--- src/rtl/branch_predictor_bht_pkg.sv ---
// Shared constants and counter arithmetic for the BHT branch predictor.
package bp_pkg;

  localparam logic [1:0] SNT = 2'b00;
  localparam logic [1:0] WNT = 2'b01;
  localparam logic [1:0] WT  = 2'b10;
  localparam logic [1:0] ST  = 2'b11;

  localparam int unsigned IDX_W_DEFAULT = 6;

  // 2-bit saturating step toward the resolved direction.
  function automatic logic [1:0] sat_update(input logic [1:0] state, input logic taken);
    if (taken) begin
      return (state == ST) ? ST : state + 2'd1;
    end else begin
      return (state == SNT) ? SNT : state - 2'd1;
    end
  endfunction

endpackage

--- src/rtl/branch_predictor_bht_if.sv ---
// Fetch/execute-side signals between the core pipeline and the branch predictor.
interface branch_predictor_bht_if #(
  parameter int unsigned AWIDTH = 32,
  parameter int unsigned CWIDTH = 32
);
  logic [AWIDTH-1:0] pc_f;
  logic              Br_f;
  logic              Br_x;
  logic              BrTrue;
  logic              stall;
  logic              flush;
  logic              BrPred_f;
  logic              BrPred_x;
  logic [CWIDTH-1:0] br_count;
  logic [CWIDTH-1:0] mispred_count;

  modport master (
    output pc_f, Br_f, Br_x, BrTrue, stall, flush,
    input  BrPred_f, BrPred_x, br_count, mispred_count
  );

  modport slave (
    input  pc_f, Br_f, Br_x, BrTrue, stall, flush,
    output BrPred_f, BrPred_x, br_count, mispred_count
  );
endinterface

--- src/rtl/bp_counter_table.sv ---
// Table of 2-bit saturating counters: one combinational read, one clocked write.
module bp_counter_table
  import bp_pkg::*;
#(
  parameter int unsigned IDX_W      = IDX_W_DEFAULT,
  parameter logic [1:0]  INIT_STATE = WNT
) (
  input  logic             clk,
  input  logic             rst_n,
  input  logic [IDX_W-1:0] rd_idx,
  output logic [1:0]       rd_state,
  input  logic             wr_en,
  input  logic [IDX_W-1:0] wr_idx,
  input  logic             wr_taken
);
  localparam int unsigned Entries = 2 ** IDX_W;

  logic [1:0] ctr_q [Entries];

  always_ff @(posedge clk or negedge rst_n) begin
    if (!rst_n) begin
      for (int i = 0; i < Entries; i++) begin
        ctr_q[i] <= INIT_STATE;
      end
    end else if (wr_en) begin
      ctr_q[wr_idx] <= sat_update(ctr_q[wr_idx], wr_taken);
    end
  end

  // No bypass: a same-cycle write to rd_idx is seen on the next cycle.
  assign rd_state = ctr_q[rd_idx];

endmodule

--- src/rtl/branch_predictor_bht.sv ---
// PC-indexed bimodal branch predictor with F->X prediction pipe and perf counters.
module branch_predictor_bht
  import bp_pkg::*;
#(
  parameter int unsigned AWIDTH     = 32,
  parameter int unsigned IDX_W      = IDX_W_DEFAULT,
  parameter logic [1:0]  INIT_STATE = WNT,
  parameter int unsigned CWIDTH     = 32
) (
  input logic                   clk,
  input logic                   rst_n,
  branch_predictor_bht_if.slave bus
);
  logic [IDX_W-1:0]  idx_f;
  logic [IDX_W-1:0]  idx_x_q;
  logic [1:0]        rd_state;
  logic              pred_f;
  logic              pred_x_q;
  logic              res;
  logic [CWIDTH-1:0] br_count_q;
  logic [CWIDTH-1:0] mispred_count_q;
  logic              unused_pc;

  assign idx_f     = bus.pc_f[IDX_W+1:2];
  assign unused_pc = ^{bus.pc_f[AWIDTH-1:IDX_W+2], bus.pc_f[1:0]};
  assign pred_f    = bus.Br_f & rd_state[1];

  // Operands of a stalled branch are not valid yet, so it neither trains nor counts.
  assign res = bus.Br_x & ~bus.stall;

  bp_counter_table #(
    .IDX_W      (IDX_W),
    .INIT_STATE (INIT_STATE)
  ) u_table (
    .clk      (clk),
    .rst_n    (rst_n),
    .rd_idx   (idx_f),
    .rd_state (rd_state),
    .wr_en    (res),
    .wr_idx   (idx_x_q),
    .wr_taken (bus.BrTrue)
  );

  always_ff @(posedge clk or negedge rst_n) begin
    if (!rst_n) begin
      pred_x_q        <= 1'b0;
      idx_x_q         <= '0;
      br_count_q      <= '0;
      mispred_count_q <= '0;
    end else begin
      if (!bus.stall) begin
        if (bus.flush) begin
          pred_x_q <= 1'b0;
        end else begin
          pred_x_q <= pred_f;
          idx_x_q  <= idx_f;
        end
      end
      // Flush does not gate this: the redirecting branch itself still counts.
      if (res) begin
        br_count_q <= br_count_q + CWIDTH'(1);
        if (bus.BrTrue != pred_x_q) begin
          mispred_count_q <= mispred_count_q + CWIDTH'(1);
        end
      end
    end
  end

  assign bus.BrPred_f      = pred_f;
  assign bus.BrPred_x      = pred_x_q;
  assign bus.br_count      = br_count_q;
  assign bus.mispred_count = mispred_count_q;

endmodule

--- src/flat_wrapper.sv ---
// flat-port wrapper written by rule: the top's interface ports become plain ports
module branch_predictor_bht_flat import bp_pkg::*;
#(
  parameter int unsigned AWIDTH     = 32,
  parameter int unsigned IDX_W      = IDX_W_DEFAULT,
  parameter logic [1:0]  INIT_STATE = WNT,
  parameter int unsigned CWIDTH     = 32
)
  (clk, rst_n, bus_pc_f, bus_Br_f, bus_Br_x, bus_BrTrue, bus_stall, bus_flush, bus_BrPred_f, bus_BrPred_x, bus_br_count, bus_mispred_count);
  branch_predictor_bht_if #(.AWIDTH(AWIDTH), .CWIDTH(CWIDTH)) bus_i ();
  input logic clk;
  input logic rst_n;
  input wire logic [$bits(bus_i.pc_f)-1:0] bus_pc_f;
  input wire logic [$bits(bus_i.Br_f)-1:0] bus_Br_f;
  input wire logic [$bits(bus_i.Br_x)-1:0] bus_Br_x;
  input wire logic [$bits(bus_i.BrTrue)-1:0] bus_BrTrue;
  input wire logic [$bits(bus_i.stall)-1:0] bus_stall;
  input wire logic [$bits(bus_i.flush)-1:0] bus_flush;
  output wire logic [$bits(bus_i.BrPred_f)-1:0] bus_BrPred_f;
  output wire logic [$bits(bus_i.BrPred_x)-1:0] bus_BrPred_x;
  output wire logic [$bits(bus_i.br_count)-1:0] bus_br_count;
  output wire logic [$bits(bus_i.mispred_count)-1:0] bus_mispred_count;
  assign bus_i.pc_f = bus_pc_f;
  assign bus_i.Br_f = bus_Br_f;
  assign bus_i.Br_x = bus_Br_x;
  assign bus_i.BrTrue = bus_BrTrue;
  assign bus_i.stall = bus_stall;
  assign bus_i.flush = bus_flush;
  assign bus_BrPred_f = bus_i.BrPred_f;
  assign bus_BrPred_x = bus_i.BrPred_x;
  assign bus_br_count = bus_i.br_count;
  assign bus_mispred_count = bus_i.mispred_count;
  branch_predictor_bht #(.AWIDTH(AWIDTH), .IDX_W(IDX_W), .INIT_STATE(INIT_STATE), .CWIDTH(CWIDTH)) u_core (.clk(clk), .rst_n(rst_n), .bus(bus_i));
endmodule
--- config.mk ---
export PLATFORM = sky130hd
export DESIGN_NAME = branch_predictor_bht_flat
export DESIGN_NICKNAME = d
export VERILOG_FILES = /design/src/rtl/branch_predictor_bht_pkg.sv /design/src/rtl/branch_predictor_bht_if.sv /design/src/rtl/bp_counter_table.sv /design/src/rtl/branch_predictor_bht.sv /design/src/flat_wrapper.sv
export SDC_FILE = /design/constraint.sdc
export NUM_CORES = 1
export LEC_CHECK = 0
export BUFFER_PORTS_ARGS = -buffer_cell sky130_fd_sc_hd__buf_2
export CAP_MARGIN = 20
export CORE_MARGIN = 8
export CORE_UTILIZATION = 35
export CTS_BUF_LIST = sky130_fd_sc_hd__clkbuf_8
export CTS_CLUSTER_DIAMETER = 120
export CTS_CLUSTER_SIZE = 40
export DETAILED_ROUTE_END_ITERATION = 8
export GPL_ROUTABILITY_DRIVEN = 0
export HOLD_SLACK_MARGIN = 0.1
export PLACE_DENSITY = 0.55
export SYNTH_ARGS = -nofsm -noshare
export SYNTH_HDL_FRONTEND = slang
export SYNTH_SLANG_ARGS = --single-unit
--- constraint.sdc ---
create_clock -name clk -period 3.6 [get_ports clk]
set_clock_uncertainty 0.1 [all_clocks]
set_input_delay 0.72 -clock clk [delete_from_list [all_inputs] [get_ports clk]]
set_output_delay 0.72 -clock clk [all_outputs]
set_load 0.1 [all_outputs]
==> impl_metrics.json, run 1 <==
{
  "status": "finished, final reports clean",
  "die_h_um": 184,
  "start_kind": "primary input",
  "syn-cell-area_mm2": 0.00992,
  "cp-end-kind": "output pin",
  "synth_common_cells": "nand2_1, dfrtp_1, mux2_2",
  "maxSlewHeadroom": 0.490,
  "start_util": 0.356,
  "synth-edff-count": 0,
  "wl_per_cell_um": 19.1,
  "critPathMaxFanout": 4,
  "grt_max_degree": 67,
  "dp_hpwl_um": 17400,
  "tightest_slew_ns": 0.765,
  "postPlaceCellArea_mm2": 0.0109,
  "yosysTopAreaCell": "dfrtp_1",
  "synthTopCellsByArea": "dfrtp_1, dfstp_2, mux2_2, mux4_2, nand2_1",
  "final_design_area_no_fill_mm2": 0.0114,
  "yosysUniqueCellTypes": 53,
  "ctsHtreeMaxLevel": 4,
  "max_freq_mhz": 284,
  "power_density_mw_per_mm2": 502,
  "fill_cells": 2723,
  "peakVddDrop_v": 0.000224,
  "setup_tns_ns": 0,
  "clkLatencyLatePin_ns": 0.48,
  "cts.path.max_buffers": 2,
  "syn-num-nets": 910,
  "antenna_found_initial": 0,
  "grt_setup_unrepaired": "false",
  "drtAntennaViolNets": 0,
  "drive_above_1_share": 0.352,
  "hp-class": "primary input to async pin",
  "yosysTopAreaCellShare": 0.341,
  "yosysWarnings": 0,
  "clockRootBuffer": "clkbuf_8",
  "die_w_um": 184,
  "required_ns": 2.78,
  "cts_tree": "built",
  "totalWireLength_um": 25800,
  "track_usage": 0.155,
  "drc": 0,
  "clock-sinks": 199,
  "async_reset_ff_frac": 1.00,
  "finalMaxSlewViolations": 0,
  "first_global_vias": 7000,
  "fin_crit_sh": 0.978,
  "drtPass1Iterations": 5,
  "vias_per_cell": 5.19,
  "synth_ff_type": "dfrtp_1",
  "ios": 105,
  "critPathKind": "primary input to output pin",
  "cts_buffers": 17,
  "grt_first_pass_wirelength_um": 41100,
  "finalSetupViolCount": 0,
  "nets": 1000,
  "fp-row-count": 61,
  "path_clk_slew_ns": 0.11,
  "synth_most_common_cell": "nand2_1",
  "r2r_start": "u_core.idx_x_q[2]$_DFFE_PN0P_",
  "vias": 7006,
  "startpoint": "bus_pc_f[2]",
  "final_hold_viol_count": 0,
  "areaGrowthSynthToFinish_pct": 14.8,
  "first_iter_violations": 515,
  "die-area_mm2": 0.0340,
  "antennaDiodeCount": 0,
  "core-area_mm2": 0.0279,
  "p_leak_nw": 4.98,
  "maxCapViolCount": 0,
  "syn_area_per_cell_um2": 11.4,
  "yosysSeqAreaShare": 0.510,
  "crit_arrival_ns": 2.70,
  "buffer_ports.inserted": 78,
  "synth_seq_cells": 199,
  "synthesis.instances": 869,
  "grt-ovfl-total": 0,
  "period_needed_ns": 3.52
}
-- sequential cells by signal, indices dropped and copies added (netlist names) --
| register | count |
|---|---|
| u_core.bus.mispred_count | 32 |
| u_core.bus.br_count | 32 |
| u_core.idx_x_q | 6 |
| u_core.u_table.ctr_q | 128 |
| u_core.bus.BrPred_x | 1 |
-- worst max-delay path, stage by stage --
cell and delay, ns:
clkbuf_4 0.18, clkbuf_16 0.17, mux4_2 0.50, mux4_2 0.49, mux2i_2 0.21, buf_4 0.16
o22ai_4 0.08, buf_6 0.19
-- metrics by stage --
step,power (mW),hold WS [ns],cells,setup slack [ns],util
global placement,4.30,0.351,1316,-0.103,0.393
floorplan,3.86,0.324,869,0.0305,-
finish,5.71,0.121,1350,0.0779,0.409
global route,6.01,0.126,1350,0.0288,0.409
detailed placement,4.32,0.358,1316,-0.0552,0.393
CTS,5.74,0.129,1348,0.0316,0.407
-- metal layers --
layer / vias to the layer above / part of all wire / global-route usage
met5: - / 0 / 0
met4: 0 / 0.010 / 0.0371
met3: 19 / 0.059 / 0.0325
met2: 173 / 0.44 / 0.232
met1: 3551 / 0.49 / 0.227
li1: 3263 / - / -
-- path summary, 6_finish.rpt --
path,cells past startpoint,endpoint,slack (ns)
worst min register to register,1,u_core.bus.br_count[31]$_DFFE_PN0P_,0.37
worst max-delay path,8,bus_BrPred_f,0.08
worst min-delay path,1,u_core.bus.br_count[30]$_DFFE_PN0P_,0.12
worst max register to register,8,u_core.u_table.ctr_q[7]$_DFFE_PN0P_,0.18
max in group asynchronous,2,u_core.u_table.ctr_q[58]$_DFFE_PN1P_,2.43
min in group clk,1,u_core.bus.br_count[31]$_DFFE_PN0P_,0.37
-- repair_timing --
item | CTS | global route
cloned | 0 | 2
endpoints found under the setup margin | 1 | 1
resized for setup | 2 | 2
buffers inserted | 0 | 0
hold buffers | 0 | 0
pin swaps | 0 | 0
-- cell families after synthesis --
logic type      share of synthesized area
fa+ha+maj                         0.00504
simple gates                        0.141
buf+inv                            0.0325
flops                               0.510
compound gates                     0.0679
xor+xnor                           0.0556
mux                                 0.188
-- cells in the final DEF (no fill, tap or decap), drive strengths merged, types with 2 or more instances in the layout --
| cell type | instances |
|---|---|
| a21oi | 10 |
| a221oi | 4 |
| a22o | 2 |
| a22oi | 6 |
| and2 | 4 |
| and3 | 18 |
| and3b | 3 |
| and4 | 5 |
| buf | 117 |
| clkbuf | 21 |
| clkinv | 5 |
| clkinvlp | 2 |
| dfrtp | 135 |
| dfstp | 64 |
| ha | 2 |
| inv | 15 |
| maj3 | 2 |
| mux2 | 81 |
| mux2i | 21 |
| mux4 | 33 |
| nand2 | 152 |
| nand2b | 2 |
| nand3 | 32 |
| nand3b | 11 |
| nand4 | 12 |
| nor2 | 30 |
| nor2b | 5 |
| nor3 | 11 |
| nor3b | 3 |
| nor4 | 4 |
| o211ai | 3 |
| o21ai | 67 |
| o22ai | 4 |
| o31ai | 8 |
| xnor2 | 47 |
| xor2 | 16 |
-- final cells by class --
cell class	count	area, um2	share of cell area
timing repair buffer	121	878	0.0771
inverter	8	30.0	0.00264
sequential	199	5060	0.445
tap	378	473	0.0415
multi-input combinational	612	4570	0.401
clock buffer	17	234	0.0205
clock inverter	15	143	0.0125
-- where the power goes --
part / internal, mW / switching, mW / total, mW
clock: 0.564 / 0.864 / 1.43
combinational: 0.498 / 0.982 / 1.48
sequential: 2.58 / 0.223 / 2.80
No activity file was read; power rests on OpenSTA's default activity.
==> run 2, diff against run 1 <==
HOLD_SLACK_MARGIN = 0.02   (was 0.1)
PLACE_DENSITY = 0.53   (was 0.55)
clock period = 4.3 ns   (was 3.6 ns; I/O delays follow)
==> impl_metrics.json, run 2 (synthesized netlist as in run 1, its figures left out) <==
{
  "status": "finished, final reports clean",
  "hold_buffers": 0,
  "drtAntennaViolNets": 0,
  "maxSlewHeadroom": 0.449,
  "final_hold_viol_count": 0,
  "period_needed_ns": 3.99,
  "vias": 6946,
  "final_cells": 1339,
  "start_util": 0.356,
  "finalMaxSlewViolations": 0,
  "place_ws_ns": 0.320,
  "fill_cells": 2738,
  "areaGrowthSynthToFinish_pct": 12.7,
  "ctsHtreeMaxLevel": 4,
  "hp-class": "primary input to async pin",
  "post_cts_resized": 0,
  "die_w_um": 184,
  "r2r_setup_slack_ns": 0.59,
  "clkLatencyLatePin_ns": 0.48,
  "tightest_slew_ns": 0.826,
  "core-area_mm2": 0.0279,
  "postPlaceCellArea_mm2": 0.0108,
  "start_kind": "primary input",
  "p_leak_nw": 4.89,
  "crit_arrival_ns": 3.03,
  "final_cell_mix": "nand2_1, dfrtp_1, mux2_2",
  "wl_per_cell_um": 19.2,
  "drtPass1Iterations": 5,
  "required_ns": 3.34,
  "cp-end-kind": "output pin",
  "first_global_vias": 7174,
  "path_clk_slew_ns": 0.11,
  "place_inst": 1307,
  "vias_per_cell": 5.19,
  "layout_setup_ws_ns": 0.306,
  "rr_endpoint": "u_core.u_table.ctr_q[41]$_DFFE_PN0P_",
  "first_iter_violations": 404,
  "clockRootBuffer": "clkbuf_8",
  "grt_setup_unrepaired": "false",
  "grt_first_pass_wirelength_um": 41800,
  "clock-sinks": 199,
  "nets": 989,
  "fin_crit_sh": 0.929,
  "buffer_ports.inserted": 78,
  "multi_input_comb_area_mm2": 0.00456,
  "track_usage": 0.157,
  "finalSetupViolCount": 0,
  "ios": 105,
  "rr_worst_depth": 8,
  "die-area_mm2": 0.0340,
  "cts_tree": "built",
  "totalWireLength_um": 25700,
  "die_h_um": 184,
  "drc": 0,
  "grt_max_degree": 97,
  "peakVddDrop_v": 0.000202,
  "power_density_mw_per_mm2": 423,
  "setup_tns_ns": 0,
  "antenna_found_initial": 0,
  "drive_above_1_share": 0.343,
  "mostFrequentLayoutCell": "nand2_1",
  "final_design_area_no_fill_mm2": 0.0112,
  "fp-row-count": 61,
  "p_total_mw": 4.72,
  "regMostFlops": "u_core.u_table.ctr_q",
  "antennaDiodeCount": 0,
  "largest_reg_flops": 128,
  "cts.path.max_buffers": 2,
  "cts_buffers": 17,
  "critPathKind": "primary input to output pin",
  "register_area_mm2": 0.00506,
  "dp_hpwl_um": 17700,
  "max_freq_mhz": 250,
  "r2r_start": "u_core.idx_x_q[2]$_DFFE_PN0P_",
  "grt-ovfl-total": 0,
  "postCtsSetupBuffers": 0,
  "critPathMaxFanout": 17,
  "maxCapViolCount": 0
}
## run 2: cell types whose count changed in the layout (fill, tap and decap cells not counted), sizes merged
cell      change
buf           -8
clkbuf        -2
bufinv        -1
clkinv        +1
clkinvlp      -1
## run 2: final cells by class
type	instances	area share
timing repair buffer	110	0.0617
clock inverter	14	0.0106
clock buffer	18	0.0222
multi-input combinational	612	0.408
sequential	199	0.453
tap	378	0.0423
inverter	8	0.00269
## run 2: metal layers
layer / global-route usage / wire length, um / vias up
met5: 0 / 0 / -
met4: 0.0378 / 337 / 0
met3: 0.0345 / 1640 / 26
met2: 0.242 / 11400 / 179
met1: 0.220 / 12400 / 3488
li1: - / - / 3253
## run 2: worst max-delay path, cell delays in order
cell     delay [ns]
buf_2          0.10
buf_12         0.19
mux4_2         0.55
mux4_2         0.46
mux2i_1        0.36
o22ai_2        0.17
buf_2          0.32
## run 2: how the worst max path moves through the flow
| stage | startpoint | to | cells past startpoint |
|---|---|---|---|
| 6_report | bus_pc_f[2] | bus_BrPred_f | 7 |
| 5_1_grt | bus_pc_f[2] | bus_BrPred_f | 7 |
| 4_1_cts | bus_pc_f[2] | bus_BrPred_f | 7 |
| 3_5_place_dp | bus_pc_f[2] | bus_BrPred_f | 7 |
| 3_3_place_gp | bus_pc_f[2] | bus_BrPred_f | 7 |
| 2_1_floorplan | bus_pc_f[2] | bus_BrPred_f | 6 |
## run 2: where the power goes
part | internal (mW) | switching (mW) | leakage [nW] | total, mW
Combinational | 0.382 | 0.808 | 2.20 | 1.19
Sequential | 2.16 | 0.202 | 2.50 | 2.36
Clock | 0.435 | 0.736 | 0.192 | 1.17
Total | 2.98 | 1.75 | 4.89 | 4.72
## run 2: metrics by stage
stage,utilization,hold WS (ns)
global placement,0.388,0.353
floorplan,-,0.343
detailed placement,0.388,0.359
finish,0.401,0.359
global route,0.401,0.394
CTS,0.401,0.375
